## src/rtl/io_bridge.sv

```systemverilog
`default_nettype none
// ============================================================================
// Module   : io_bridge
// Purpose  : CPU bus address decoder. Serves a small I/O window (LEDs,
//            seven-segment word, sticky keypad) locally and forwards every
//            other access to the memory controller over the same hello/ack
//            handshake, guarded by a bus watchdog.
// Revision : 1.0 - initial release
// ============================================================================
module io_bridge #(
  parameter int                WORD_W  = 16,
  parameter int                ADDR_W  = 8,
  parameter logic [ADDR_W-1:0] IO_LED  = 8'hF0,
  parameter logic [ADDR_W-1:0] IO_SEG  = 8'hF1,
  parameter logic [ADDR_W-1:0] IO_KEY  = 8'hF2,
  parameter int                TIMEOUT = 15
) (
  input  logic              ib_clk_i,
  input  logic              ib_rst_i,
  input  logic              cpu_hello_i,
  input  logic              cpu_we_i,
  input  logic [ADDR_W-1:0] cpu_addr_i,
  input  logic [WORD_W-1:0] cpu_data_i,
  output logic [WORD_W-1:0] cpu_data_o,
  output logic              cpu_ack_o,
  output logic              mem_hello_o,
  output logic              mem_we_o,
  output logic [ADDR_W-1:0] mem_addr_o,
  output logic [WORD_W-1:0] mem_data_o,
  input  logic [WORD_W-1:0] mem_data_i,
  input  logic              mem_ack_i,
  input  logic [15:0]       keys_i,
  output logic [15:0]       led_o,
  output logic [WORD_W-1:0] seg_o,
  output logic              err_o
);

  localparam logic [1:0] c_idle    = 2'd0;
  localparam logic [1:0] c_io      = 2'd1;
  localparam logic [1:0] c_mem     = 2'd2;
  localparam logic [1:0] c_release = 2'd3;

  localparam logic [7:0] c_timeout = 8'(TIMEOUT);

  logic [1:0]        r_state;
  logic              r_req_we;
  logic [ADDR_W-1:0] r_req_addr;
  logic [WORD_W-1:0] r_req_data;
  logic [7:0]        r_count;
  logic [15:0]       r_keys_q;
  logic [15:0]       r_sticky;
  logic [15:0]       r_led;
  logic [WORD_W-1:0] r_seg;
  logic [WORD_W-1:0] r_cpu_data;
  logic              r_cpu_ack;
  logic              r_mem_hello;
  logic              r_err;

  logic              w_is_io;
  logic [15:0]       w_rise;
  logic [15:0]       w_key_clr;
  logic [WORD_W-1:0] w_io_rdata;

  assign w_is_io = (cpu_addr_i == IO_LED) || (cpu_addr_i == IO_SEG) ||
                   (cpu_addr_i == IO_KEY);

  assign w_rise = keys_i & ~r_keys_q;

  // A keypad read clears exactly the bits it returns, i.e. the current sticky value.
  assign w_key_clr = (r_state == c_io && !r_req_we && r_req_addr == IO_KEY) ?
                     r_sticky : 16'h0000;

  // Read data for the I/O window, zero-extended to the bus width.
  always_comb begin
    w_io_rdata = '0;
    if (r_req_addr == IO_LED) begin
      w_io_rdata[15:0] = r_led;
    end else if (r_req_addr == IO_SEG) begin
      w_io_rdata = r_seg;
    end else begin
      w_io_rdata[15:0] = r_sticky;
    end
  end

  // Key history and sticky rising-edge flags; a new edge beats a same-cycle clear.
  always_ff @(posedge ib_clk_i or posedge ib_rst_i) begin
    if (ib_rst_i) begin
      r_keys_q <= 16'h0000;
      r_sticky <= 16'h0000;
    end else begin
      r_keys_q <= keys_i;
      r_sticky <= (r_sticky & ~w_key_clr) | w_rise;
    end
  end

  // Request FSM: decode, local I/O access, forwarded access with watchdog, release.
  always_ff @(posedge ib_clk_i or posedge ib_rst_i) begin
    if (ib_rst_i) begin
      r_state     <= c_idle;
      r_req_we    <= 1'b0;
      r_req_addr  <= '0;
      r_req_data  <= '0;
      r_count     <= 8'd0;
      r_led       <= 16'h0000;
      r_seg       <= '0;
      r_cpu_data  <= '0;
      r_cpu_ack   <= 1'b0;
      r_mem_hello <= 1'b0;
      r_err       <= 1'b0;
    end else begin
      r_cpu_ack <= 1'b0;
      case (r_state)
        c_idle: begin
          if (cpu_hello_i) begin
            r_req_we   <= cpu_we_i;
            r_req_addr <= cpu_addr_i;
            r_req_data <= cpu_data_i;
            r_count    <= 8'd0;
            r_state    <= w_is_io ? c_io : c_mem;
          end
        end
        c_io: begin
          r_cpu_ack <= 1'b1;
          if (r_req_we) begin
            if (r_req_addr == IO_LED) begin
              r_led <= r_req_data[15:0];
            end else if (r_req_addr == IO_SEG) begin
              r_seg <= r_req_data;
            end
          end else begin
            r_cpu_data <= w_io_rdata;
          end
          r_state <= c_release;
        end
        c_mem: begin
          // The first MEM cycle raises hello; an ack only counts once hello is out.
          if (r_mem_hello && mem_ack_i) begin
            r_cpu_data  <= mem_data_i;
            r_cpu_ack   <= 1'b1;
            r_mem_hello <= 1'b0;
            r_state     <= c_release;
          end else if (r_count == c_timeout) begin
            r_cpu_data  <= '1;
            r_cpu_ack   <= 1'b1;
            r_err       <= 1'b1;
            r_mem_hello <= 1'b0;
            r_state     <= c_release;
          end else begin
            r_count     <= r_count + 8'd1;
            r_mem_hello <= 1'b1;
          end
        end
        default: begin
          if (!cpu_hello_i) begin
            r_state <= c_idle;
          end
        end
      endcase
    end
  end

  assign cpu_data_o  = r_cpu_data;
  assign cpu_ack_o   = r_cpu_ack;
  assign mem_hello_o = r_mem_hello;
  assign mem_we_o    = r_req_we;
  assign mem_addr_o  = r_req_addr;
  assign mem_data_o  = r_req_data;
  assign led_o       = r_led;
  assign seg_o       = r_seg;
  assign err_o       = r_err;

endmodule
`default_nettype wire

```

## config.mk

```make
export PLATFORM = sky130hd
export DESIGN_NAME = io_bridge
export DESIGN_NICKNAME = d
export VERILOG_FILES = /design/src/rtl/io_bridge.sv
export SDC_FILE = /design/constraint.sdc
export NUM_CORES = 1
export LEC_CHECK = 0
export ABC_AREA = 1
export CAP_MARGIN = 0
export CORE_MARGIN = 8
export CORE_UTILIZATION = 49
export DETAILED_ROUTE_END_ITERATION = 6
export GPL_TIMING_DRIVEN = 0
export PLACE_DENSITY = 0.8
export SLEW_MARGIN = 20
export SYNTH_ARGS = -nofsm -noshare
export SYNTH_HDL_FRONTEND = slang
export SYNTH_SLANG_ARGS = --single-unit
```

## constraint.sdc

```tcl
create_clock -name ib_clk_i -period 4.5 [get_ports ib_clk_i]
set_clock_uncertainty 0.1 [all_clocks]
set_input_delay 0.9 -clock ib_clk_i [delete_from_list [all_inputs] [get_ports ib_clk_i]]
set_output_delay 0.9 -clock ib_clk_i [all_outputs]
set_load 0.02 [all_outputs]
```

==> impl_metrics.csv <==
group,metric,value,unit
run_status,status,"completed",
floorplan,fp.dieW,121,um
drt,wirelength,15600,um
floorplan,die_y,121,um
timing,rsz0062_at_grt,"false",
grt,gr-usage-all-layers,21.9,%
worst_setup_path,path_class,"flop to output port",
yosys,ys.flop_type,"dfrtp_1",
clock_network,cts-root-buf,"clkbuf_8",
timing,fmax,0.385,GHz
drt,antenna_left,0,
timing,setup_ws,1.91,ns
yosys,synth_top_area_share,54.7,%
finish,n_antenna_cell,0,
finish,area_delta_synth_final,40.3,%
timing,post-route-min-period,2.59,ns
worst_setup_path,arrival,1.59,ns
finish,nets,887,
worst_setup_path,worst_setup_path_start_kind,"flop",
placed_design,dp_hpwl,11600,um
yosys,synth.most_common_cell,"nand2_1",
worst_setup_path,crit_fanout,3,
grt,grt_pass1_wl,25300,um
clock_network,htree_levels,4,
worst_setup_path,required,3.50,ns
clock_network,post-cts-setup-buffers,0,
yosys,yosysWarningCount,0,
grt,antenna_found_initial,0,
drt,viasPerCell,5.09,
floorplan,core-area,10800,um2
worst_setup_path,path_buf_inv,1,
yosys,postSynthAreaPerCell,8.11,um2
pwr,p_leak,3.79,nW
grt,grt_max_degree,80,
timing,period_share,57.7,%
yosys,synth_common_cells,"nand2_1 (187), dfrtp_1 (118), inv_1 (97), nor2_1 (64), nand3_1 (60)",
yosys,synth_enable_flop_cells,0,
placed_design,port_buffers,136,
grt,overflow,0,
clock_network,cts_resized,0,
yosys,ys_seq_area_share,54.7,%
clock_network,numCtsBuffers,17,
pwr,powerDensity,608,nW/um2
drt,dr_total_vias,4953,
timing,max_slew_margin,67.0,%
floorplan,fp-row-count,38,
placed_design,dp_slack,2.01,ns
finish,final_layout_size_suffix_gt1_share,8.63,%
timing,hold_viol_final,0,
yosys,ys_top_cells_by_area,"dfrtp_1 (55%), nand2_1 (13%), inv_1 (6.7%), nand3_1 (5.6%), nor2_1 (4.5%)",
floorplan,start_util,50.0,%
grt,grt_pass1_vias,5035,
drt,wire_per_inst,16.0,um
worst_setup_path,path_cells,"clkdlybuf4s50_1",
yosys,netlist_area,5400,um2
clock_network,hold_buffers,0,
yosys,syn_nets,731,
worst_setup_path,slowest_delay,0.64,ns
worst_setup_path,worst_setup_path_end_kind,"output port",
job,maxCapViolations,0,
timing,drv_slew,0,
yosys,synth.distinct_cells,26,
yosys,async_flop_share,100,%
yosys,ys_ff_latch,118,
clock_network,clk_transition_reported_paths,0.06,ns
clock_network,cts.sinks,118,
clock_network,cts_max_path_buffers,2,
worst_setup_path,cp_top_family,"buffers and inverters",
clock_network,cts_tree,"done",
placed_design,gp_congestion,0.823,
floorplan,pin_count,137,
min_path,hold_path.class,"flop to flop",
timing,tightest_slew,0.495,ns
yosys,synth_cells,665,
finish,utilization,70.1,%
drt,drc,0,
drt,drt_first_pass_iters,6,
floorplan,dieArea,14600,um2
drt,drt_iter0_drc,345,
timing,setup_viol,0,
clock_network,clock_latency,0.52,ns
pwr,ir_drop,0.000299,V
yosys,synth_top_area_cell,"dfrtp_1",
worst_setup_path,cp_slowest_cell,"clkdlybuf4s50_1",
[routing by layer]
metal | share of wire (%) | GRT usage [%] | wire length (um)
met5 | 0 | 0 | 0
met3 | 7.8 | 7.58 | 1220
met1 | 41 | 25.4 | 6340
met2 | 49 | 36.2 | 7550
met4 | 2.9 | 9.13 | 456
[power breakdown]
group	total, mW	internal [mW]	switching, mW
combinational	1.80	0.723	1.08
clock	1.36	0.862	0.502
sequential	1.44	1.30	0.144
total	4.61	2.88	1.73
[cells by family after synthesis]
family	after synthesis	share of synthesized area, %
adders and majority gates	5	1.16
and+or+nand+nor	329	25.6
AOI/OAI and AO/OA	79	7.42
xor gates and xnor gates	2	0.325
muxes	5	1.04
DFF	118	54.7
buffers and inverters	127	9.71
[registers in the layout (all words and copies together), names as in the netlist, 8 cells and up]
signal,count
cpu_data_o,16
led_o,16
mem_addr_o,8
mem_data_o,16
r_count,8
r_keys_q,16
r_sticky,16
seg_o,16
[cells in the final DEF, fill, tap and decap left out, drive strengths merged]
| cell | n |
|---|---|
| nor3 | 1 |
| nand3 | 63 |
| nand4 | 2 |
| nor3b | 2 |
| a21oi | 20 |
| ha | 5 |
| dfrtp | 118 |
| nor2 | 69 |
| clkinv | 6 |
| o21ai | 57 |
| xor2 | 2 |
| clkbuf | 27 |
| inv | 104 |
| nor4 | 1 |
| clkinvlp | 3 |
| nand2 | 191 |
| o21bai | 1 |
| bufinv | 3 |
| buf | 17 |
| clkdlybuf4s50 | 136 |
| a21o | 1 |
| mux2 | 5 |
[final timing paths]
path	start	end	slack [ns]	cells past startpoint
max	led_o[13]$_DFFE_PP0P_	led_o[13]	1.91	1
min	r_keys_q[2]$_DFF_PP0_	r_sticky[2]$_DFF_PP0_	0.32	1
max reg2reg	r_state[1]$_DFFE_PP0P_	r_sticky[8]$_DFF_PP0_	2.37	8
min reg2reg	r_keys_q[2]$_DFF_PP0_	r_sticky[2]$_DFF_PP0_	0.32	1
max in group asynchronous	ib_rst_i	mem_data_o[10]$_DFFE_PP0P_	2.97	3
min in group asynchronous	ib_rst_i	cpu_data_o[5]$_DFFE_PP0P_	0.65	2
[final cells by class]
cell class	instances	area (um2)
clock inverters	14	175
repair buffers	137	1390
multi-input cells	420	1920
inverters	102	390
well taps	140	175
clock buffers	18	428
flip-flops and latches	118	2950
plain buffers	25	139
fillers	795	3220
[stage by stage]
step	cell area [um2]	hold slack (ns)	TNS [ns]	total power [mW]	std cells
floorplan	5400	0.292	0	2.53	665
global placement	6930	0.301	-126.30	3.19	941
detailed placement	6970	0.311	0	3.26	942
CTS	7570	0.313	0	4.63	974
global route	7570	0.318	0	4.87	974
finish	7570	0.315	0	4.61	974
(Power assumes the default switching activity.)
